===== src/rtl/alu_seq_pkg.sv =====
// Shared types for the ALU issue/retire stage: FSM states, op bit layout and op record.
package alu_seq_pkg;

  typedef enum logic [1:0] {
    IDLE,
    LO,
    HI,
    HOLD
  } state_t;

  localparam int unsigned OP_ADD   = 0;
  localparam int unsigned OP_SUB   = 1;
  localparam int unsigned OP_CIN   = 2;
  localparam int unsigned OP_ARITH = 3;
  localparam int unsigned OP_BSET  = 4;
  localparam int unsigned OP_W     = 5;

  // Member order mirrors the bit indices above: add is bit 0, bset is bit 4.
  typedef struct packed {
    logic bset;
    logic arith;
    logic cin;
    logic sub;
    logic add;
  } op_t;

endpackage


===== src/rtl/alu_sequencer.sv =====
// Issue/retire stage around a combinational 16-bit ALU; wide ops run as a
// low pass then a carry-chained high pass.
module alu_sequencer
  import alu_seq_pkg::*;
#(
  parameter int unsigned W    = 16,
  parameter bit          WIDE = 1'b1
) (
  input  logic              clk,
  input  logic              rst,
  input  logic              in_valid,
  output logic              in_ready,
  input  logic [2*W-1:0]    in_a,
  input  logic [2*W-1:0]    in_b,
  input  logic [OP_W-1:0]   in_op,
  input  logic [3:0]        in_tt,
  input  logic [3:0]        in_sh_off,
  input  logic              in_wide,
  output logic [W-1:0]      alu_a,
  output logic [W-1:0]      alu_b,
  output logic [OP_W-1:0]   alu_op,
  output logic [3:0]        alu_tt,
  output logic [3:0]        alu_sh_off,
  input  logic [W-1:0]      alu_out,
  input  logic              alu_carry,
  input  logic              alu_ovf,
  output logic              out_valid,
  input  logic              out_ready,
  output logic [2*W-1:0]    out_result,
  output logic              out_carry,
  output logic              out_ovf,
  output logic              out_zero
);

  if (W != 16) begin : g_bad_width
    $error("alu_sequencer: W must be 16");
  end

  state_t           state;
  logic [2*W-1:0]   a_r;
  logic [2*W-1:0]   b_r;
  op_t              op_r;
  logic [3:0]       tt_r;
  logic [3:0]       sh_r;
  logic             wide_r;
  logic [2*W-1:0]   res_r;
  logic             carry_r;
  logic             ovf_r;
  op_t              hi_op;
  logic             accept;

  assign in_ready = !rst && ((state == IDLE) || ((state == HOLD) && out_ready));
  assign accept   = in_valid && in_ready;

  always_ff @(posedge clk or posedge rst) begin
    if (rst) begin
      state   <= IDLE;
      a_r     <= '0;
      b_r     <= '0;
      op_r    <= '0;
      tt_r    <= '0;
      sh_r    <= '0;
      wide_r  <= 1'b0;
      res_r   <= '0;
      carry_r <= 1'b0;
      ovf_r   <= 1'b0;
    end else begin
      unique case (state)
        IDLE, HOLD: begin
          if (accept) begin
            a_r    <= in_a;
            b_r    <= in_b;
            op_r   <= op_t'(in_op);
            tt_r   <= in_tt;
            sh_r   <= in_sh_off;
            wide_r <= in_wide && WIDE;
            state  <= LO;
          end else if ((state == HOLD) && out_ready) begin
            state <= IDLE;
          end
        end
        LO: begin
          // Upper half cleared here so a narrow op never shows a stale high half.
          res_r[2*W-1:W] <= '0;
          res_r[W-1:0]   <= alu_out;
          carry_r        <= alu_carry;
          ovf_r          <= alu_ovf;
          state          <= wide_r ? HI : HOLD;
        end
        HI: begin
          res_r[2*W-1:W] <= alu_out;
          carry_r        <= alu_carry;
          ovf_r          <= alu_ovf;
          state          <= HOLD;
        end
      endcase
    end
  end

  // The low-pass carry stands in for c_in on the high pass of add/sub chains.
  always_comb begin
    hi_op     = op_r;
    hi_op.cin = carry_r;
  end

  always_comb begin
    alu_a      = a_r[W-1:0];
    alu_b      = b_r[W-1:0];
    alu_op     = op_r;
    alu_tt     = tt_r;
    alu_sh_off = sh_r;
    if (state == HI) begin
      alu_a = a_r[2*W-1:W];
      alu_b = b_r[2*W-1:W];
      if (op_r.add) alu_op = hi_op;
    end
  end

  assign out_valid  = (state == HOLD);
  assign out_result = res_r;
  assign out_carry  = carry_r;
  assign out_ovf    = ovf_r;
  assign out_zero   = (res_r == '0);

endmodule


===== config.mk =====
export PLATFORM = sky130hd
export DESIGN_NAME = alu_sequencer
export DESIGN_NICKNAME = d
export VERILOG_FILES = /design/src/rtl/alu_seq_pkg.sv /design/src/rtl/alu_sequencer.sv
export SDC_FILE = /design/constraint.sdc
export NUM_CORES = 1
export LEC_CHECK = 0
export CORE_ASPECT_RATIO = 0.9
export CORE_MARGIN = 4
export CORE_UTILIZATION = 40
export CTS_CLUSTER_DIAMETER = 100
export DETAILED_ROUTE_END_ITERATION = 7
export HOLD_SLACK_MARGIN = 0.02
export MAX_ROUTING_LAYER = met4
export PLACE_DENSITY = 0.73
export SYNTH_ARGS = -nofsm -noshare
export SYNTH_HDL_FRONTEND = slang
export SYNTH_SLANG_ARGS = --single-unit

===== constraint.sdc =====
create_clock -name clk -period 8.7 [get_ports clk]
set_input_delay 2.61 -clock clk [delete_from_list [all_inputs] [get_ports clk]]
set_output_delay 2.61 -clock clk [all_outputs]
set_load 0.03 [all_outputs]

Word level (Yosys, flattened, before mapping)
Cells that the tools add are included.
- word-level logic and storage cells: 39
- bits of input ports: 100
- output and inout port bits: 82
- register bits: 114
- muxes and demuxes: 9
- reductions and logical operators: 11
- eq/ne operators: 4
- operator list (operator ; number):
    zero test 32 bit ; 1
    2-to-1 mux 16 bit ; 2
    case mux 16 bit (2 select lines) ; 1
    2-to-1 mux 3 bit ; 2
    case mux 2 bit (3 select lines) ; 1
    == test 2 bit (second input constant) ; 2
    2-to-1 mux 2 bit ; 2
    OR reduction 2 bit ; 2
    logical AND 1 bit ; 3
    inequality test 3 bit (second input constant) ; 1
    == test 2 x 1 -> 1 bit (second input constant) ; 1
    zero test 2 bit ; 1
    AND reduction 2 bit ; 1
    nonzero test 2 bit ; 1
    zero test 1 bit ; 1
    logical OR 1 bit ; 1
    2-to-1 mux 1 bit ; 1

Logic depth before layout (Yosys ltp)
Gate-level depths: netlist of run 1.
- word-level depth: 7
- gate-level depth with buffers: 7
- mapped depth without buffers: 5

Worst setup path before layout of run 1
No wires, ideal clock.
- path kind: input to output
- start point: in rst
- end point: out in_ready
- path buffers: 0
- required time: 6.090 ns
- cell stages on the path: 2
- arrival time: 5.513 ns
- path slack: 0.577 ns
- cell sequence: inv_1 -> and2_1
- word-level cells in the longest chain between the ends: 2
- ends and longest elaborated chain (element ; line ; RTL):
    from (decl) ; alu_sequencer.sv:10 ; input logic rst,
    zero test 1 bit (no source line) ; - ;
    logical AND 1 bit ; alu_sequencer.sv:52 ; assign in_ready = !rst && ((state == IDLE) || ((state == HOLD) && out_ready));
    to (decl) ; alu_sequencer.sv:12 ; output logic in_ready,
Every way passes these cells.

Worst setup path in the final report of run 1
- start point: in out_ready
- end point: out in_ready
- word-level cells in the longest chain between the ends: 3
- ends and longest elaborated chain (element ; line ; RTL):
    from (decl) ; alu_sequencer.sv:28 ; input logic out_ready,
    logical AND 1 bit ; alu_sequencer.sv:52 ;
    logical OR 1 bit ; alu_sequencer.sv:52 ;
    logical AND 1 bit ; alu_sequencer.sv:52 ;
Every way passes these cells.

==> qor.csv, run 1 <==
stage;metric;value;unit
synth;synth_top_cell_area_share;0.576;
global_routing;met1_usage;0.223;
synth;ys_top_cells_by_count;114 x dfrtp_1, 106 x mux2_2, 20 x inv_1, 20 x mux2_4;
synth;syn-num-nets;449;
status;outcome;complete, no violations;
synth;synthArstFlopShare;1.00;
finish;syn_to_final_growth;52.3;%
clock_network;path_clk_slew;50;ps
hold_path;hold_class;reg -> reg;
timing;tightest_slew;1060;ps
placed_design;portBuffers;181;
finish;fin_util;0.624;
placed_design;pre_cts_ws;2030;ps
global_routing;grt_antenna_before_repair;0;
global_routing;grtUsageTotal;0.179;
job;drv_cap;0;
pwr;p_total;3.29;mW
detailed_routing;ant_nets;0;
timing;skew;15.3;ps
global_routing;grt_pass1_vias;3725;
detailed_routing;drtIter0Drc;208;
global_routing;grt_busiest_layer;met2;
global_routing;grt.overflow.total;0;
clock_network;cts-hold-fix-buffers;0;
synth;synth-seq-cells;114;
synth;synth_area;0.00495;mm^2
setup_path;crit_fanout;3;
detailed_routing;drt-pass1-iter-count;4;
die;row_count;38;
timing;relSlewSlack;0.294;
die;die_h;114;um
die;core_area;0.0121;mm^2
global_routing;grt_max_degree;66;
placed_design;dpl_cell_area;0.00686;mm^2
synth;synth_most_common_cell;dfrtp_1;
setup_path;crit_path_end_kind;output pin;
synth;syn_inst;345;
timing;finalSetupViolations;0;
finish;drive_gt1_frac;0.309;
synth;synth_edf_count;0;
timing;max_freq;150;MHz
synth;synth_ff_type;dfrtp_1;
finish;n_antenna_cell;0;
clock_network;htreeDepth;4;
clock_network;clockBufferDepth;2;
placed_design;routabilityCongestion;0.782;
synth;synthTopCellsByArea;dfrtp_1 58%, mux2_2 24%, mux2_4 6.1%, nand3_1 1.6%, o21ai_0 1.6%;
finish;final_nets;629;
timing;tns;0;ps
global_routing;grt_util_met2;0.278;
pwr;ir_worst_vdd;242;uV
global_routing;grt_pass1_wl;19.4;mm
finish;fin_cells;698;
timing;fin_hold_ws;498;ps
detailed_routing;wl_per_cell;17.1;um
setup_path;critPathKind;in -> out;
finish;multiInputGateArea;0.00189;mm^2
timing;slew_violations;0;
pwr;power_density;437;mW/mm^2
detailed_routing;routed-via-count;3414;
setup_path;worstSetupStartpointType;primary input;
clock_network;cts_resized;0;
die;start_util;0.410;
timing;period_share;0.766;
detailed_routing;drc;0;
timing;finalHoldViolCount;0;
pwr;leakagePower;3.29;nW
clock_network;clock_latency;410;ps
timing;layout_setup_ws;2040;ps
synth;yosysUniqueCellTypes;24;
detailed_routing;drt-total-wl;11.9;mm
synth;synth.avg_cell_area;14.3;um^2
detailed_routing;viasPerCell;4.89;
clock_network;cts_setup_buffers;0;
synth;synth_top_cell_by_area;dfrtp_1;
clock_network;cts.sinks;114;
timing;fin_crit;6660;ps
setup_path;worstPathArrival;4050;ps
synth;seq_area_frac_synth;0.576;
die;design.portCount;182;
clock_network;cts_root_buf;clkbuf_16;
die;die_w;125;um
placed_design;placed_cells;666;
synth;yosysWarnings;0;
placed_design;hpwl;8.31;mm
finish;seq_area;0.00285;mm^2
finish;stdcell_area;0.00754;mm^2
finish;n_fill_cell;946;
global_routing;grt_use_met3;0.0595;
clock_network;cts_tree;yes;
clock_network;numCtsBuffers;17;
setup_path;critical_path_required;6090;ps
die;die_area;0.0142;mm^2
timing;rsz0062_at_grt;false;
## state kept, by name, summed over array words and instances, names as in the netlist, 2 cells and up
register and flops:
state 2, out_result 32, hi_op 4, alu_sh_off 4, b_r 32, a_r 32
alu_tt 4
## cells by family (layout without fill, tap and decap cells)
| group | after synthesis | count (layout) | share of synthesized area |
|---|---|---|---|
| DFF | 114 | 114 | 0.576 |
| adders and majority gates | 4 | 4 | 0.0101 |
| and+or+nand+nor | 33 | 33 | 0.0372 |
| buffers and inverters | 44 | 237 | 0.0442 |
| AOI/OAI and AO/OA | 21 | 21 | 0.0233 |
| muxes | 129 | 129 | 0.309 |
## layer usage
metal	share of wire	vias to the layer above
met5	0	-
met4	0.013	0
met3	0.065	16
met2	0.49	135
met1	0.44	1695
li1	-	1568
## final cells by class
class / count / area share
inverters: 20 / 0.0103
multi-input cells: 187 / 0.250
repair buffers: 185 / 0.244
clock inverters: 10 / 0.0269
well taps: 160 / 0.0266
clock buffers: 22 / 0.0629
flip-flops and latches: 114 / 0.378
## cells in the final DEF (no fill, tap or decap), types with 2 or more instances in the layout
| cell type | netlist | routed |
|---|---|---|
| clkinv_2 | 0 | 3 |
| clkdlybuf4s50_1 | 0 | 181 |
| clkbuf_1 | 3 | 2 |
| nand2_1 | 3 | 3 |
| nand3_1 | 16 | 16 |
| nand4_1 | 2 | 2 |
| mux2_4 | 20 | 20 |
| mux2_1 | 3 | 3 |
| dfrtp_1 | 114 | 114 |
| clkbuf_16 | 0 | 17 |
| bufinv_16 | 0 | 6 |
| clkbuf_8 | 0 | 3 |
| buf_4 | 4 | 4 |
| inv_1 | 20 | 19 |
| mux2_2 | 106 | 106 |
| ha_1 | 4 | 3 |
| o21ai_0 | 16 | 16 |
| nor4_1 | 8 | 8 |
| a21oi_1 | 2 | 2 |
## where the power goes
part / total, mW / internal (mW) / switching, mW
clock: 0.789 / 0.558 / 0.232
combinational: 1.57 / 0.773 / 0.801
sequential: 0.929 / 0.783 / 0.146
## path summary, 6_finish.rpt
path,from,to,slack [ps],depth (start not counted)
max in group asynchronous,rst,out_result[30]$_DFFE_PP0P_,4650,4
worst min-delay path,a_r[0]$_DFFE_PP0P_,a_r[0]$_DFFE_PP0P_,500,1
min in group asynchronous,rst,hi_op[0]$_DFFE_PP0P_,2780,3
worst max-delay path,out_ready,in_ready,2040,4
worst min register to register,a_r[0]$_DFFE_PP0P_,a_r[0]$_DFFE_PP0P_,500,1
worst max register to register,state[0]$_DFFE_PP0P_,wide_r$_DFFE_PP0P_,5370,5
## worst max-delay path: stages
cell	delay (ps)
clkdlybuf4s50_1	480
a21o_2	170
and2_1	130
clkdlybuf4s50_1	660
Power figures use the tool's default switching activity.
==> run 2: changes to the inputs <==
PLACE_DENSITY = 0.76   (was 0.73)
clock period = 5.65 ns   (was 8.7 ns; I/O delays follow)
==> run 2 against run 1 <==
Effect of this change: flip-flop and latch count did not move; core utilization shrank 0.99 points; count of clock-buffer cells in the layout up 3; clock skew down 11 ps; final cell count fell by 0.14%; setup slack worse by 1200 ps; largest cell class unchanged; largest power group unchanged.
==> qor.csv, run 2 (same netlist as run 1, synthesis figures left out) <==
stage;metric;value;unit;change
timing;max_freq;206;MHz;
placed_design;routabilityCongestion;0.810;;+3.7%
die;die_h;114;um;unchanged
die;design.portCount;182;;unchanged
setup_path;crit_path_end_kind;output pin;;
pwr;ir_worst_vdd;313;uV;+29%
clock_network;cts_root_buf;clkbuf_16;;
die;die_w;125;um;unchanged
detailed_routing;wl_per_cell;17.2;um;+0.50%
placed_design;placed_cells;666;;unchanged
detailed_routing;drc;0;;unchanged
pwr;leakagePower;3.23;nW;-1.8%
finish;drive_gt1_frac;0.300;;-0.00874
placed_design;portBuffers;181;;unchanged
hold_path;holdPathStages;1;;unchanged
timing;rsz0062_at_grt;false;;
global_routing;grtUsageTotal;0.181;;+0.00174
detailed_routing;drtIter0Drc;132;;-37%
global_routing;grt_pass1_vias;3789;;+1.7%
setup_path;critical_path_required;3950;ps;-2140 ps
global_routing;grt_use_met3;0.0651;;+0.00562
pwr;seqPwrFrac;0.293;;+0.011
pwr;p_int;3.07;mW;+45%
timing;period_share;0.858;;
global_routing;grt_util_met2;0.282;;+0.00358
placed_design;dpl_cell_area;0.00686;mm^2;about the same
setup_path;critPathKind;in -> out;;
clock_network;cts-hold-fix-buffers;0;;unchanged
die;start_util;0.410;;unchanged
timing;tightest_slew;1130;ps;+68.8 ps
finish;fin_util;0.614;;-0.00995
placed_design;pre_cts_ws;796;ps;-1230 ps
clock_network;clock_latency;400;ps;about the same
die;row_count;38;;unchanged
finish;fin_cells;697;;-0.14%
global_routing;grt_antenna_before_repair;0;;unchanged
die;core_area;0.0121;mm^2;unchanged
finish;final_cell_mix;181 x clkdlybuf4s50_1, 114 x dfrtp_1, 106 x mux2_2;;
clock_network;htreeDepth;4;;unchanged
clock_network;path_clk_slew;50;ps;about the same
detailed_routing;drt-pass1-iter-count;4;;unchanged
pwr;power_density;658;mW/mm^2;+51%
global_routing;grt.overflow.total;0;;unchanged
global_routing;grt_max_degree;79;;+20%
detailed_routing;viasPerCell;4.94;;+0.91%
finish;n_antenna_cell;0;;unchanged
timing;tns;0;ps;unchanged
timing;relSlewSlack;0.248;;-0.0459
timing;fin_hold_ws;499;ps;+0.959 ps
die;die_area;0.0142;mm^2;unchanged
finish;syn_to_final_growth;49.9;%;
pwr;share_comb_of_total_power;0.501;;+0.023
setup_path;worstPathArrival;3150;ps;-900 ps
detailed_routing;routed-via-count;3440;;+0.76%
setup_path;crit_fanout;3;;unchanged
global_routing;met1_usage;0.229;;+0.00560
clock_network;cts_setup_buffers;0;;unchanged
clock_network;cts.sinks;114;;unchanged
timing;skew;4.77;ps;-10.5 ps
global_routing;grt_pass1_wl;19.8;mm;+1.9%
placed_design;hpwl;8.46;mm;+1.8%
clock_network;cts_resized;0;;unchanged
finish;n_fill_cell;965;;+2.0%
global_routing;grt_busiest_layer;met2;;
clock_network;clockBufferDepth;2;;unchanged
finish;mostFrequentLayoutCell;clkdlybuf4s50_1;;
timing;slew_violations;0;;unchanged
detailed_routing;drt-total-wl;12.0;mm;+0.35%
clock_network;cts_tree;yes;;
pwr;clockPowerShare;0.206;;-0.034
setup_path;worstSetupStartpointType;primary input;;
pwr;p_total;4.88;mW;+48%
finish;stdcell_area;0.00742;mm^2;-1.6%
timing;layout_setup_ws;802;ps;-1240 ps
detailed_routing;ant_nets;0;;unchanged
timing;finalSetupViolations;0;;unchanged
clock_network;numCtsBuffers;17;;unchanged
job;drv_cap;0;;unchanged
pwr;p_switching;1.82;mW;+54%
setup_path;reg2reg_depth;5;;unchanged
timing;fin_crit;4850;ps;
hold_path;hold_class;reg -> reg;;
timing;finalHoldViolCount;0;;unchanged
pwr;p_sw_frac;0.372;;+0.0140
status;outcome;complete, no violations;;
finish;final_nets;629;;unchanged
==> run 2: cell count changes in the layout (fill, tap and decap cells not counted), sizes merged <==
cell and change:
inv -1, clkinv +1, clkbuf +3, bufinv -4
==> run 2: layout make-up <==
cell class | instances | area (um^2) | area share
Inverter | 20 | 78.8 | 0.0106
Multi-Input combinational cell | 187 | 1890 | 0.255
Tap cell | 160 | 200 | 0.0270
Clock buffer | 25 | 475 | 0.0641
Timing Repair Buffer | 185 | 1840 | 0.248
Sequential cell | 114 | 2850 | 0.385
Clock inverter | 6 | 80.1 | 0.0108
==> run 2: routing by layer <==
layer,up-vias,wire length [um]
li1,1568,-
met3,5,757
met2,132,5780
met1,1735,5390
met4,0,42
met5,-,0
==> run 2: worst paths after layout <==
check	startpoint	endpoint	slack [ps]
max	out_ready	in_ready	800
min	a_r[22]$_DFFE_PP0P_	a_r[22]$_DFFE_PP0P_	500
max reg2reg	state[0]$_DFFE_PP0P_	hi_op[4]$_DFFE_PP0P_	2440
min reg2reg	a_r[22]$_DFFE_PP0P_	a_r[22]$_DFFE_PP0P_	500
max in group asynchronous	rst	b_r[23]$_DFFE_PP0P_	2490
min in group asynchronous	rst	hi_op[1]$_DFFE_PP0P_	1880
==> run 2: power by group through the flow <==
stage	Clock (mW)	Sequential, mW	Combinational, mW
floorplan	0	1.63	1.35
global route	1.07	1.49	2.59
global placement	0	1.41	2.43
finish	1.01	1.43	2.45
CTS	1.02	1.44	2.48
detailed placement	0	1.44	2.46
==> run 2: critical path: stages <==
cell and delay (ps):
clkdlybuf4s50_1 470, a21o_2 160, and2_1 140, clkdlybuf4s50_1 680
==> run 3: changes to the inputs <==
CORE_MARGIN = 2   (was 4)
==> run 3 against run 2 <==
Effect of this change: via count rose by 0.44%; clock power rose by 18%; non-clock buffer count did not move; final area rose by 1.5%; maximum frequency barely moved.
==> qor.csv, run 3 (same netlist as run 1, synthesis figures left out) <==
stage;metric;value;unit;change
timing;finalSetupViolations;0;;unchanged
timing;slew_violations;0;;unchanged
finish;syn_to_final_growth;52.1;%;
setup_path;crit_cells;4;;unchanged
setup_path;critical_path_buf_inv_count;2;;unchanged
die;die_area;0.0133;mm^2;-6.6%
timing;skew;6.16;ps;+1.39 ps
timing;max_freq;206;MHz;about the same
detailed_routing;drt-pass1-iter-count;4;;unchanged
setup_path;slowest_delay;680;ps;about the same
detailed_routing;wl_per_cell;16.7;um;-2.6%
hold_path;holdPathStages;1;;unchanged
timing;fin_crit;4850;ps;+1.03 ps
global_routing;grt_pass1_vias;3622;;-4.4%
pwr;share_comb_of_total_power;0.481;;-0.020
global_routing;grt_antenna_before_repair;0;;unchanged
die;core_area;0.0121;mm^2;unchanged
global_routing;grt.overflow.total;0;;unchanged
hold_path;hold_class;reg -> reg;;
placed_design;portBuffers;181;;unchanged
placed_design;routabilityCongestion;0.786;;-3.0%
clock_network;cts_resized;0;;unchanged
timing;relSlewSlack;0.315;;+0.0670
global_routing;grt_use_met3;0.0602;;-0.00491
clock_network;cts-hold-fix-buffers;0;;unchanged
clock_network;clock_latency;400;ps;about the same
clock_network;path_clk_slew;50;ps;about the same
detailed_routing;viasPerCell;4.95;;+0.29%
setup_path;critical_path.most_common_cell;clkdlybuf4s50_1;;
placed_design;hpwl;8.13;mm;-3.8%
global_routing;grt_busiest_layer;met2;;
placed_design;dpl_cell_area;0.00686;mm^2;unchanged
global_routing;grt_pass1_wl;18.7;mm;-5.1%
die;die_w;121;um;-3.2%
clock_network;htreeDepth;4;;unchanged
pwr;p_switching;1.85;mW;+1.9%
pwr;power_density;671;mW/mm^2;+1.9%
setup_path;critical_path_required;3950;ps;about the same
clock_network;cts_tree;yes;;
clock_network;cts.sinks;114;;unchanged
setup_path;crit_start;out_ready;;
global_routing;grt_max_degree;60;;-24%
timing;tns;0;ps;unchanged
pwr;leakagePower;3.27;nW;+1.3%
die;die_h;110;um;-3.5%
finish;final_cell_mix;181 x clkdlybuf4s50_1, 114 x dfrtp_1, 106 x mux2_2;;
finish;final_nets;629;;unchanged
clock_network;cts_root_buf;clkbuf_16;;
setup_path;slowest_stage;clkdlybuf4s50_1;;
setup_path;crit_path_end_kind;output pin;;
timing;finalHoldViolCount;0;;unchanged
setup_path;crit_chain;clkdlybuf4s50_1, a21o_2, and2_1, clkdlybuf4s50_1;;
global_routing;met1_usage;0.228;;-0.000661
detailed_routing;drt-total-wl;11.7;mm;-2.4%
detailed_routing;drtIter0Drc;156;;+18%
setup_path;r2r-start;state[1]$_DFFE_PP0P_;;
setup_path;critPathKind;in -> out;;
timing;tightest_slew;1030;ps;-100 ps
setup_path;crit_fanout;3;;unchanged
detailed_routing;ant_nets;0;;unchanged
die;row_count;38;;unchanged
setup_path;reg2reg_depth;5;;unchanged
finish;stdcell_area;0.00753;mm^2;+1.5%
die;start_util;0.410;;unchanged
job;drv_cap;0;;unchanged
global_routing;grt_util_met2;0.301;;+0.0190
setup_path;worstPathArrival;3150;ps;about the same
clock_network;cts_setup_buffers;0;;unchanged
pwr;clockPowerShare;0.236;;+0.030
clock_network;numCtsBuffers;17;;unchanged
status;outcome;complete, no violations;;
finish;drive_gt1_frac;0.312;;+0.0125
setup_path;worstSetupStartpointType;primary input;;
pwr;ir_worst_vdd;436;uV;+39%
global_routing;grtUsageTotal;0.189;;+0.00811
pwr;p_total;5.05;mW;+3.4%
setup_path;cp_top_family;buffers and inverters;;
pwr;p_int;3.20;mW;+4.3%
finish;mostFrequentLayoutCell;clkdlybuf4s50_1;;
timing;rsz0062_at_grt;false;;
finish;n_antenna_cell;0;;unchanged
pwr;p_sw_frac;0.367;;-0.00550
pwr;seqPwrFrac;0.284;;-0.009
timing;period_share;0.858;;about the same
detailed_routing;drc;0;;unchanged
die;design.portCount;182;;unchanged
detailed_routing;routed-via-count;3455;;+0.44%
hold_path;hold_start;b_r[28]$_DFFE_PP0P_;;
clock_network;clockBufferDepth;2;;unchanged
run 3: per-stage QoR:
stage / setup slack [ps] / cells / util / hold WS (ps)
2_1_floorplan: 94.5 / 345 / - / 472
3_3_place_gp: 840 / 666 / 0.568 / 482
3_5_place_dp: 799 / 666 / 0.568 / 489
4_1_cts: 796 / 698 / 0.623 / 504
5_1_grt: 785 / 698 / 0.623 / 514
6_report: 801 / 698 / 0.623 / 499
run 3: path summary, 6_finish.rpt:
path	to	slack (ps)
worst max-delay path	in_ready	800
worst min register to register	b_r[28]$_DFFE_PP0P_	500
max in group asynchronous	a_r[30]$_DFFE_PP0P_	2490
min in group asynchronous	a_r[13]$_DFFE_PP0P_	1900
worst max register to register	b_r[16]$_DFFE_PP0P_	2310
worst min-delay path	b_r[28]$_DFFE_PP0P_	500
run 3: power by group through the flow:
stage                     registers (mW)  logic (mW)  clock network [mW]
after global placement              1.41        2.41                   0
after CTS                           1.44        2.46                1.21
after global routing                1.49        2.57                1.26
after detailed placement            1.44        2.44                   0
after floorplan                     1.63        1.35                   0
final                               1.43        2.43                1.19
run 3: routing by layer:
| layer | up-vias | part of all wire |
|---|---|---|
| met5 | - | 0 |
| li1 | 1579 | - |
| met2 | 147 | 0.49 |
| met1 | 1710 | 0.42 |
| met3 | 19 | 0.076 |
| met4 | 0 | 0.018 |
run 3: final cells by class:
| class | instances | area, um^2 |
|---|---|---|
| inverter | 20 | 78.8 |
| clock buffer | 18 | 439 |
| sequential | 114 | 2850 |
| timing repair buffer | 185 | 1840 |
| fill | 936 | 4550 |
| multi-input combinational | 187 | 1890 |
| tap | 160 | 200 |
| clock inverter | 14 | 226 |
==> variant 1, RTL diff (flow settings as in run 2) <==
Put one more register stage on the output `out_ovf`. The value now appears one clock later. The other outputs are not delayed to match.
--- a/src/rtl/alu_sequencer.sv
+++ b/src/rtl/alu_sequencer.sv
@@ -119,7 +119,9 @@
   assign out_valid  = (state == HOLD);
   assign out_result = res_r;
   assign out_carry  = carry_r;
-  assign out_ovf    = ovf_r;
+  always_ff @(posedge clk) begin
+    out_ovf <= ovf_r;
+  end
   assign out_zero   = (res_r == '0);
 
 endmodule
Formal check against the unedited RTL: not equivalent (a bounded check fails within 4 cycles, from zero or initial values and one cycle with rst high).
==> variant 1 against run 2 <==
- first-iteration DRC count grew 76%
- sequential cell count grew 1
- power grew 1.3%
- synthesized area grew 0.40%
- via count shrank 0.93%
- worst setup slack gained 0.011 ns
- count of clock-buffer cells in the layout shrank 7
- sequential share of layout area shrank 0.073 points
- routed wire length shrank 0.81%
- clock skew grew 0.00086 ns
- design area grew 0.89%
- register-to-register slack lost 0.07 ns
- critical path type unchanged
==> variant 1: results (changes against run 2) <==
metric,value,unit,change
worstPathArrival,3.14,ns,was 3.15 ns
use_met3,5.66,%,was 6.51%
finalNetCount,631,,was 629
wl_met2,5650,um,was 5780 um
synth-adder-area-share,1.01,%,about the same
nClkBuffers,18,,was 25
hold_start,ovf_r$_DFFE_PP0P_,,was a_r[22]$_DFFE_PP0P_
grtUsageMet1,23.3,%,was 22.9%
first_global_vias,3755,,"was 3,789"
instances_no_fill,700,,was 697
avgViaCountPerCell,4.87,,was 4.94
seq_area_frac_synth,57.8,%,was 57.6%
synth_area_leaders,"dfrtp_1 (57%), mux2_2 (24%), mux2_4 (6.0%)",,"was dfrtp_1 (58%), mux2_2 (24%), mux2_4 (6.1%)"
placed_cells,668,,was 666
synth_compound_area_share,2.32,%,was 2.33%
signal_buffers,186,,was 185
routed_wl,11900,um,"was 12,000 um"
muxShareOfSynthArea,30.7,%,was 30.9%
use_met2,26.8,%,was 28.2%
postPlaceCellArea,6890,sq um,was 6860 sq um
status,"finished, final reports clean",,unchanged
hold_ws,0.371,ns,was 0.499 ns
cts.sinks,115,,was 114
r2r_slack,2.37,ns,was 2.44 ns
drive_gt1_share,31.1,%,was 30.0%
wirelength_met1,5330,um,was 5390 um
gp_congestion,0.817,,was 0.810
drt-initial-drc-count,232,,was 132
grt_max_degree,70,,was 79
clock_area_share,7.94,%,was 7.49%
relSlewSlack,29.1,%,was 24.8%
async_flop_share,99.1,%,was 100%
wl_met3,786,um,was 757 um
place_hpwl,8320,um,was 8460 um
variant 1: cell types whose count changed after synthesis:
cell	run 2	this run
dfxtp_1	0	1
variant 1: stage by stage:
| step | util (%) | total power, uW | setup slack (ns) |
|---|---|---|---|
| 2_1_floorplan | - | 2990 | 0.0945 |
| 3_5_place_dp | 56.8 | 3900 | 0.805 |
| 4_1_cts | 61.7 | 5000 | 0.797 |
| 5_1_grt | 61.7 | 5220 | 0.771 |
| 6_report | 61.7 | 4950 | 0.813 |
| 3_3_place_gp | 56.8 | 3850 | 0.836 |
variant 1: worst max-delay path by stage:
stage,from,end,slack (ns),cells after the start
floorplan,rst,in_ready,0.09,2
global placement,out_ready,in_ready,0.84,4
detailed placement,out_ready,in_ready,0.81,4
CTS,out_ready,in_ready,0.80,4
global route,out_ready,in_ready,0.77,4
finish,out_ready,in_ready,0.81,4
variant 1: power breakdown:
part,internal [uW],switching (uW),total [uW],leakage [uW]
sequential,1220,230,1450,0.00141
combinational,1200,1240,2440,0.00156
clock,690,375,1070,0.000289
==> variant 2, RTL diff (config.mk and constraints of run 2) <==
Without the edit above. Set the parameter `WIDE` to 1'b0 (it was 1'b1).
--- a/src/rtl/alu_sequencer.sv
+++ b/src/rtl/alu_sequencer.sv
@@ -4,7 +4,7 @@
   import alu_seq_pkg::*;
 #(
   parameter int unsigned W    = 16,
-  parameter bit          WIDE = 1'b1
+  parameter bit          WIDE = 1'b0
 ) (
   input  logic              clk,
   input  logic              rst,
Formal check against the unedited RTL: not equivalent (Yosys sat finds a counterexample within 4 cycles, from zero or initial values and one cycle with rst high).
==> variant 2 against run 2 <==
- routed wire length is 0.23% lower
- register-to-register slack hardly changed
- synthesized area is 0.35% lower
- power is 3.8% higher
- worst setup slack better by 0.093 ns
- sequential share of layout area is 0.63 points lower
- design area is 0.78% higher
- sequential cell count is 1 lower
- critical endpoint unchanged
- largest power group unchanged
==> variant 2: results (changes against run 2) <==
metric,value,unit,change
status,"finished, final reports clean",,unchanged
n_antenna_cell,0,,unchanged
finalNetCount,624,,was 629
routed_wl,11900,um,"was 12,000 um"
gp_congestion,0.804,,was 0.810
seq_area_frac_synth,57.3,%,was 57.6%
grt_pass1_wl,19300,um,"was 19,800 um"
vias,3402,,"was 3,440"
grt_max_degree,64,,was 79
netSwitchingFraction,36.6,%,was 37.2%
antenna_found_initial,0,,unchanged
worstPathArrival,3.06,ns,was 3.15 ns
detail_route.first_pass.iterations,4,,unchanged
clk_latency,0.40,ns,about the same
cts-root-buf,clkbuf_16,,unchanged
hold_end,op_r[2]$_DFFE_PP0P_,,was a_r[22]$_DFFE_PP0P_
leakage,0.00323,uW,about the same
cts-htree-levels,4,,unchanged
clock_skew,0.00700,ns,was 0.00477 ns
first_global_vias,3771,,"was 3,789"
r2r_cells,5,,unchanged
hold_path_class,reg -> reg,,unchanged
crit_path_max_incr_delay,0.67,ns,
place_hpwl,8360,um,was 8460 um
critPathMaxFanout,3,,unchanged
cts-resized-gates,0,,unchanged
io_buffers,180,,was 181
cpLargestDelayFamily,buffers and inverters,,unchanged
hold_start,op_r[2]$_DFFE_PP0P_,,was a_r[22]$_DFFE_PP0P_
pre_cts_slack,0.899,ns,was 0.796 ns
slowest_stage,clkdlybuf4s50_1,,unchanged
synth_area_leaders,"dfrtp_1 (57%), mux2_2 (22%), mux2_4 (9.1%)",,"was dfrtp_1 (58%), mux2_2 (24%), mux2_4 (6.1%)"
clockBufferDepth,2,,unchanged
tightest_slew,1.03,ns,was 1.13 ns
drive_gt1_share,31.5,%,was 30.0%
post_cts_buffers,0,,unchanged
drt-initial-drc-count,237,,was 132
hold_ws,0.503,ns,was 0.499 ns
peakVddDrop,0.000379,V,was 0.000313 V
synth_common_cells,"dfrtp_1 (113), mux2_2 (98), mux2_4 (30)",,"was dfrtp_1 (114), mux2_2 (106), inv_1 (20), mux2_4 (20)"
clk_pin_slew,0.05,ns,about the same
r2r_slack,2.44,ns,about the same
holdPathStages,1,,unchanged
postPlaceCellArea,6820,sq um,was 6860 sq um
reg2reg_to,a_r[0]$_DFFE_PP0P_,,was hi_op[4]$_DFFE_PP0P_
numCtsBuffers,17,,unchanged
fill_cells,964,,was 965
rr_startpoint,state[0]$_DFFE_PP0P_,,unchanged
yosys_warnings,0,,unchanged
grt.total_usage,17.8,%,was 18.1%
yosysUniqueCellTypes,20,,was 24
synthesis.nets,445,,was 449
async_flop_share,100,%,unchanged
-- variant 2: cell types whose count changed in the layout (fill, tap and decap cells not counted), moves of 3 or more --
cell,delta
mux2_4,+10
mux2_2,-8
clkbuf_1,-6
clkinvlp_4,+4
bufinv_16,+3
mux2_1,-3
-- variant 2: final cells by class --
class / instances / area (sq um) / area share, %
clock buffer: 18 / 439 / 5.88
clock inverter: 14 / 211 / 2.83
inverter: 19 / 73.8 / 0.988
multi-input combinational: 185 / 1890 / 25.3
sequential: 113 / 2830 / 37.8
tap: 160 / 200 / 2.68
timing repair buffer: 184 / 1830 / 24.5
-- variant 2: worst max path at each step --
stage / cells past startpoint / from / endpoint / slack, ns
6_report: 4 / out_ready / in_ready / 0.89
5_1_grt: 4 / out_ready / in_ready / 0.84
4_1_cts: 4 / out_ready / in_ready / 0.90
3_5_place_dp: 4 / out_ready / in_ready / 0.90
3_3_place_gp: 4 / out_ready / in_ready / 0.91
2_1_floorplan: 1 / rst / a_r[0]$_DFFE_PP0P_ / 0.95
-- variant 2: per-stage QoR --
| stage | util, % | cells |
|---|---|---|
| 2_1_floorplan | - | 341 |
| 3_3_place_gp | 56.5 | 661 |
| 3_5_place_dp | 56.5 | 661 |
| 4_1_cts | 61.9 | 693 |
| 5_1_grt | 61.9 | 693 |
| 6_report | 61.9 | 693 |
-- variant 2: cell families after synthesis --
kind of cell / after synthesis / synth area share, %
adder cells (fa/ha/maj): 4 / 1.02
multiplexers: 128 / 31.5
AO/OA/AOI/OAI: 20 / 2.11
buffers and inverters: 43 / 4.47
AND/OR/NAND/NOR: 33 / 3.55
flip-flops: 113 / 57.3
-- variant 2: metal layers --
metal,global-route usage (%),share of wire [%],up-vias
met5,-,0,-
li1,-,-,1545
met2,29.3,50,128
met3,6.13,6.5,16
met1,20.7,42,1713
met4,5.42,1.2,0
-- variant 2: worst register-to-register path, stage by stage (launching register included) --
cell     delay (ns)
dfrtp_1        0.40
inv_1          0.08
ha_1           0.97
or3_4          0.81
buf_4          0.45
mux2_2         0.38
-- variant 2: power groups by stage --
stage | Sequential (uW) | Clock [uW] | Combinational (uW)
6_report | 1470 | 1160 | 2430
5_1_grt | 1520 | 1230 | 2570
4_1_cts | 1470 | 1190 | 2470
3_5_place_dp | 1480 | 0 | 2450
3_3_place_gp | 1450 | 0 | 2410
2_1_floorplan | 1720 | 0 | 1300
